### config.mk
export PLATFORM = sky130hd
export DESIGN_NAME = fast_adder_4stage
export DESIGN_NICKNAME = d
export VERILOG_FILES = /design/src/rtl/fast_adder_pkg.sv /design/src/rtl/cla8.sv /design/src/rtl/fast_adder_4stage.sv
export SDC_FILE = /design/constraint.sdc
export NUM_CORES = 1
export LEC_CHECK = 0
export CAP_MARGIN = 10
export CORE_ASPECT_RATIO = 2
export CORE_UTILIZATION = 35
export DETAILED_ROUTE_END_ITERATION = 7
export GPL_TIMING_DRIVEN = 1
export PLACE_DENSITY = 0.55
export SETUP_SLACK_MARGIN = 0.15
export SYNTH_ARGS = -nofsm -noshare
export SYNTH_HDL_FRONTEND = slang
export SYNTH_SLANG_ARGS = --single-unit
### constraint.sdc
create_clock -name clock -period 2.85 [get_ports clock]
set_input_delay 0.57 -clock clock [delete_from_list [all_inputs] [get_ports clock]]
set_output_delay 0.57 -clock clock [all_outputs]
set_load 0.05 [all_outputs]
### src/rtl/fast_adder_pkg.sv
// Shared widths and the stage-register layout for the 4-stage pipelined adder.
package fast_adder_pkg;

    localparam int unsigned DATA_W     = 32;
    localparam int unsigned SLICE_W    = 8;
    localparam int unsigned NUM_STAGES = 4;
    localparam int unsigned HI_W       = DATA_W - SLICE_W;

    // sum accumulates finished bytes from bit 0 up; a_hi/b_hi hold the not-yet-added
    // operand bits right-justified, so the next slice always reads bits [7:0].
    typedef struct packed {
        logic [HI_W-1:0] sum;
        logic            carry;
        logic [HI_W-1:0] a_hi;
        logic [HI_W-1:0] b_hi;
    } stage_t;

endpackage

### src/rtl/cla8.sv
// 8-bit carry-lookahead adder: two 4-bit lookahead groups joined by group generate/propagate.
module cla8 (
    input  logic [7:0] a,
    input  logic [7:0] b,
    input  logic       cin,
    output logic [7:0] sum,
    output logic       cout
);

    logic [7:0] g;
    logic [7:0] p;
    logic [7:0] c;
    logic [1:0] gg;
    logic [1:0] gp;
    logic [1:0] cg;

    always_comb begin
        g = a & b;
        p = a ^ b;
        gg = '0;
        gp = '0;
        c  = '0;
        for (int j = 0; j < 2; j++) begin
            gg[j] = g[4*j+3] | (p[4*j+3] & g[4*j+2]) | (p[4*j+3] & p[4*j+2] & g[4*j+1])
                  | (p[4*j+3] & p[4*j+2] & p[4*j+1] & g[4*j]);
            gp[j] = p[4*j+3] & p[4*j+2] & p[4*j+1] & p[4*j];
        end
        // Group carry-ins resolved in parallel from the group terms and cin.
        cg[0] = cin;
        cg[1] = gg[0] | (gp[0] & cin);
        cout  = gg[1] | (gp[1] & gg[0]) | (gp[1] & gp[0] & cin);
        for (int j = 0; j < 2; j++) begin
            c[4*j]   = cg[j];
            c[4*j+1] = g[4*j] | (p[4*j] & cg[j]);
            c[4*j+2] = g[4*j+1] | (p[4*j+1] & g[4*j]) | (p[4*j+1] & p[4*j] & cg[j]);
            c[4*j+3] = g[4*j+2] | (p[4*j+2] & g[4*j+1]) | (p[4*j+2] & p[4*j+1] & g[4*j])
                     | (p[4*j+2] & p[4*j+1] & p[4*j] & cg[j]);
        end
        sum = p ^ c;
    end

endmodule

### src/rtl/fast_adder_4stage.sv
// Four-stage pipelined 32-bit unsigned adder; one 8-bit CLA slice per stage, 33-bit result.
module fast_adder_4stage
    import fast_adder_pkg::*;
(
    input  logic              clock,
    input  logic              reset,
    input  logic [DATA_W-1:0] in_a,
    input  logic [DATA_W-1:0] in_b,
    output logic [DATA_W:0]   out_sum
);

    localparam int unsigned NUM_REGS = NUM_STAGES - 1;

    stage_t             st_q [NUM_REGS];
    stage_t             st_d [NUM_REGS];
    logic [DATA_W:0]    sum_q;
    logic [DATA_W:0]    sum_d;

    logic [SLICE_W-1:0] slice_a   [NUM_STAGES];
    logic [SLICE_W-1:0] slice_b   [NUM_STAGES];
    logic [SLICE_W-1:0] slice_sum [NUM_STAGES];
    logic               slice_cin [NUM_STAGES];
    logic               slice_cout[NUM_STAGES];

    always_comb begin
        slice_a[0]   = in_a[SLICE_W-1:0];
        slice_b[0]   = in_b[SLICE_W-1:0];
        slice_cin[0] = 1'b0;
        for (int k = 1; k < NUM_STAGES; k++) begin
            slice_a[k]   = st_q[k-1].a_hi[SLICE_W-1:0];
            slice_b[k]   = st_q[k-1].b_hi[SLICE_W-1:0];
            slice_cin[k] = st_q[k-1].carry;
        end
    end

    for (genvar k = 0; k < NUM_STAGES; k++) begin : g_slice
        cla8 u_cla8 (
            .a    (slice_a[k]),
            .b    (slice_b[k]),
            .cin  (slice_cin[k]),
            .sum  (slice_sum[k]),
            .cout (slice_cout[k])
        );
    end

    always_comb begin
        st_d[0].sum   = {{(HI_W-SLICE_W){1'b0}}, slice_sum[0]};
        st_d[0].carry = slice_cout[0];
        st_d[0].a_hi  = in_a[DATA_W-1:SLICE_W];
        st_d[0].b_hi  = in_b[DATA_W-1:SLICE_W];
        for (int k = 1; k < NUM_REGS; k++) begin
            st_d[k].sum                       = st_q[k-1].sum;
            st_d[k].sum[k*SLICE_W +: SLICE_W] = slice_sum[k];
            st_d[k].carry                     = slice_cout[k];
            st_d[k].a_hi = {{SLICE_W{1'b0}}, st_q[k-1].a_hi[HI_W-1:SLICE_W]};
            st_d[k].b_hi = {{SLICE_W{1'b0}}, st_q[k-1].b_hi[HI_W-1:SLICE_W]};
        end
        sum_d = {slice_cout[NUM_STAGES-1], slice_sum[NUM_STAGES-1], st_q[NUM_REGS-1].sum};
    end

    always_ff @(posedge clock) begin
        if (reset) begin
            for (int k = 0; k < NUM_REGS; k++) begin
                st_q[k] <= '0;
            end
            sum_q <= '0;
        end else begin
            for (int k = 0; k < NUM_REGS; k++) begin
                st_q[k] <= st_d[k];
            end
            sum_q <= sum_d;
        end
    end

    assign out_sum = sum_q;

    // Last stage register only feeds its low byte into the final slice.
    logic unused_last_hi;
    assign unused_last_hi = ^{st_q[NUM_REGS-1].a_hi[HI_W-1:SLICE_W],
                              st_q[NUM_REGS-1].b_hi[HI_W-1:SLICE_W]};

endmodule

# ---- Word-level counts from Yosys, hierarchy flattened
# Memories as Yosys holds them, arrays and structs flattened.
# Cells that the tools add are included.
dict set report word_totals {
  mem_bits_rw 219
  out_inout_bits 33
  memories 1
  latch_bits 0
  in_bits 66
  regBits 33
  mem_bits_ro 0
}
# name depth word_bits read_ports rd_ports_with_merged_regs write_ports line
set memory_table {}
lappend memory_table {st_q 3 73 3 0 3 fast_adder_4stage.sv:14} ;# stage_t st_q [NUM_REGS];
dict set report classes {
  n_div 0
  mul 0
  add_sub_neg 0
  mux 6
  n_eq_ne 0
  n_reduce_logical 0
  magnitude_cmp 0
  bitwise_logic 221
  shift 0
}
# op n
set op_table {}
lappend op_table {{73-bit 2-to-1 mux} 3}
lappend op_table {{1-bit bitwise AND} 127}
lappend op_table {{1-bit bitwise OR} 82}
lappend op_table {{8-bit XOR} 8}
lappend op_table {{8-bit bitwise AND} 4}
lappend op_table {{1-bit 2-to-1 mux} 3}

# ---- Logic depth before layout (Yosys ltp)
# An unclocked memory read counts as a cell.
dict set report depth {
  word_depth 11
  ltp_mapped 7
  mapped_depth_nobuf 7
}

# ---- Modules after synthesis
# Synthesis repeated with hierarchy kept, for this count alone.
dict set report hier_totals {
  hier_cells 508
  hier_area_um2 6376.1
}
# mod cells_per_inst area_each_um2 instances
set modules_own_cells {}
lappend modules_own_cells {fast_adder_4stage 381 5188.7 1}
lappend modules_own_cells {{cla8 (g_slice[1].u_cla8 ...)} 30 291.5 3}
lappend modules_own_cells {{cla8 (g_slice[0].u_cla8)} 37 312.8 1}

# ---- Least setup slack after synthesis
# No wires, ideal clock.
dict set report synth_path {
  path_kind {in2reg}
  from {in in_a[2]}
  to {mem st_q[0][54] (netlist bit)}
  required_ps 2722
  t_arrival_ps 1816
  slack_ps 906
  setup_time_ps 128
  n_path_buf 0
  cell_stages 6
  cell_sequence {ha_1 -> a41oi_1 -> o21ai_0 -> fa_1 -> xnor2_1 -> nor2_1}
}
# item line
set synth_lines {}
lappend synth_lines {{start, declared} fast_adder_4stage.sv:7} ;# input logic [DATA_W-1:0] in_a,
lappend synth_lines {{end, declared} fast_adder_4stage.sv:14}

==> results.py <==
metrics = {
    "power": {
        "power.density_nw_per_um2": 686.5,
        "clkPwrFrac": 0.408,
        "internal_power_w": 0.004023,
        "power_frac_comb": 0.083,
        "power.leakage_nw": 3.164,
        "netSwitchingFraction": 0.2346,
        "p_seq_frac": 0.509,
        "p_sw_w": 0.001233,
        "vdd_drop_max_uv": 370.0,
    },
    "drt": {
        "firstDrtPassIters": 2,
        "drt-total-wl_um": 9136,
        "wl_met1_um": 3509,
        "wire_per_inst_um": 11.10,
        "vias": 3550,
        "route.detailed.drc": 0,
        "routed_via_density": 4.313,
        "ant_nets": 0,
        "drtIter0Drc": 49,
        "routed.top_layer": "met4",
        "wl_met2_um": 5026,
        "routed-wl-met3_um": 361,
    },
    "synth": {
        "yosys_most_used_dff": "dfxtp_1",
        "syn-mean-instance-area_um2": 11.70,
        "synthDominantCellAreaShare": 0.6098,
        "ys_ff_latch": 180,
        "synthTopCellsByArea": "dfxtp_1 61%, nor2b_1 16%, ha_1 6.8%",
        "syn_nets": 611,
        "synth_edf_count": 0,
        "synthArstFlopShare": 0,
        "yosysUniqueCellTypes": 33,
        "ys_warn_count": 0,
        "synth_top_area_cell": "dfxtp_1",
        "netlist_area_um2": 5909,
        "seq_area_frac_synth": 0.6098,
        "postSynthCellCount": 505,
    },
    "clock_network": {
        "ctsRootBufferMaster": "clkbuf_16",
        "htree_levels": 4,
        "clock-sinks": 180,
        "clk_path_buf_depth": 2,
        "post_cts_buffers": 0,
        "holdBufCountCts": 0,
        "cts_resized": 0,
        "clkLatencyLatePin_ns": 0.42,
        "clkTransAtPathRegs_ns": 0.07,
        "cts_made_buffers": 17,
        "cts_tree": "done",
    },
    "global_route": {
        "grt_max_degree": 62,
        "grt_pass1_vias": 3494,
        "grt_pass1_wl_um": 15010,
        "track_usage": 0.1150,
        "grt-ovfl-total": 0,
        "antenna_found_initial": 0,
    },
    "final_layout": {
        "mostFrequentLayoutCells": "180 x dfxtp_1, 155 x nor2b_1, 97 x clkdlybuf4s50_1, 32 x ha_1, 18 x nor2_1",
        "final_common_cell": "dfxtp_1",
        "final_util": 0.4683,
        "diodes": 0,
        "nFillCells": 1502,
        "syn_to_final_growth_pct": 29.58,
        "finalNetCount": 712,
        "drive_gt1_frac": 0.07270,
        "instances_no_fill": 823,
    },
    "sta": {
        "rsz0062_at_grt": "no",
        "drv_slew": 0,
        "tightest_slew_ns": 0.5529,
        "min_period_ns": 2.168,
        "relSlewSlack": 0.6303,
        "fin_skew_ns": 0.007689,
        "hold_ws_ns": 0.4342,
        "max_freq_ghz": 0.4612,
        "hold_viol_final": 0,
        "setup_viol": 0,
        "timing.final.crit_share": 0.7608,
        "tns_ns": 0,
    },
    "job": {
        "cap_viol_max_count": 0,
    },
    "floorplan": {
        "initial_core_util": 0.3614,
        "ios": 99,
        "row_count": 66,
        "die_w_um": 93.88,
        "die_height_um": 185.8,
        "dieArea_um2": 17440,
        "core_area_um2": 16350,
    },
    "setup_path": {
        "critPathLaunchType": "input port",
        "cp.required_ns": 3.20,
        "criticalPathCategory": "in2reg",
        "crit_arrival_ns": 2.52,
        "cp-end-kind": "flip-flop",
        "crit_path_max_fanout": 2,
    },
    "placement": {
        "numPortBuffers": 98,
        "dp_hpwl_um": 6499,
        "routabilityCongestion": 0.7287,
        "place_inst": 791,
    },
    "status": {
        "status": "finished clean",
    },
    "min_path": {
        "hp-class": "reg2reg",
    },
}
## per-stage QoR
stage | cell area, um2 | setup WS (ns) | total power [W]
floorplan | 5909 | 0.9060 | 0.002999
global placement | 7111 | 0.2918 | 0.003166
detailed placement | 7111 | 0.2776 | 0.003177
CTS | 7657 | 0.6456 | 0.005352
global route | 7657 | 0.6058 | 0.005506
finish | 7657 | 0.6816 | 0.005257
## power groups by stage
stage | registers (W) | clock network [W] | logic, W
after floorplan | 0.00278 | 0 | 0.000221
after global placement | 0.00273 | 0 | 0.000432
after detailed placement | 0.00274 | 0 | 0.000442
after CTS | 0.00268 | 0.00223 | 0.000444
after global routing | 0.00269 | 0.00234 | 0.000481
final | 0.00268 | 0.00214 | 0.000436
## path summary, 6_finish.rpt
check	start	endpoint	slack [ns]	cells after the start
worst min-delay path	st_q[0][211]$_SDFF_PP0_	out_sum[16]$_SDFF_PP0_	0.43	1
worst max-delay path	in_a[1]	st_q[0][53]$_SDFF_PP0_	0.68	6
worst max register to register	st_q[0][0]$_SDFF_PP0_	st_q[0][135]$_SDFF_PP0_	1.03	7
worst min register to register	st_q[0][211]$_SDFF_PP0_	out_sum[16]$_SDFF_PP0_	0.43	1
## final cells by class
type,instances,area (um2),area share
clock inverter,13,113.9,0.01487
tap,204,255.2,0.03333
timing repair buffer,102,1025,0.1338
sequential,180,3603,0.4706
inverter,5,18.77,0.002451
clock buffer,19,432.9,0.05654
multi-input combinational,300,2208,0.2884
## sequential cells by signal, indices dropped and copies added (netlist names)
register,count
st_q,147
out_sum,33
## per-layer routing
metal,global-route usage,vias to the layer above
li1,-,1834
met5,0,-
met1,0.1056,1630
met4,0.07323,0
met2,0.2140,73
met3,0.03431,13
## kinds of logic after synthesis
group,Yosys count,share of synthesized area
DFF,180,0.6098
and+or+nand+nor,195,0.1954
adders and majority gates,40,0.09485
buffers and inverters,25,0.01651
xor gates and xnor gates,15,0.02223
AOI/OAI and AO/OA,49,0.05865
muxes,1,0.002540
## synth_stat cells (2+ instances only)
| cell | instances |
|---|---|
| a21o_1 | 10 |
| a311oi_1 | 4 |
| ha_1 | 32 |
| buf_1 | 3 |
| fa_1 | 8 |
| o21a_1 | 3 |
| o31a_1 | 2 |
| a21oi_2 | 7 |
| nand2_1 | 7 |
| o21ai_0 | 2 |
| xnor2_1 | 12 |
| xor2_1 | 3 |
| dfxtp_1 | 180 |
| nand4b_1 | 2 |
| a21oi_1 | 13 |
| inv_1 | 5 |
| nand4_1 | 2 |
| buf_2 | 3 |
| nor2_1 | 18 |
| nor2b_1 | 155 |
| nor3_1 | 8 |
| clkbuf_1 | 14 |
| o21bai_1 | 2 |
## critical path, stage by stage
cell and delay (ns):
clkdlybuf4s50_1 0.46, ha_1 0.34, a41oi_1 0.26, o21ai_0 0.20
fa_1 0.53, nor2b_1 0.16
Note: power is estimated with default switching activity, not from simulation.
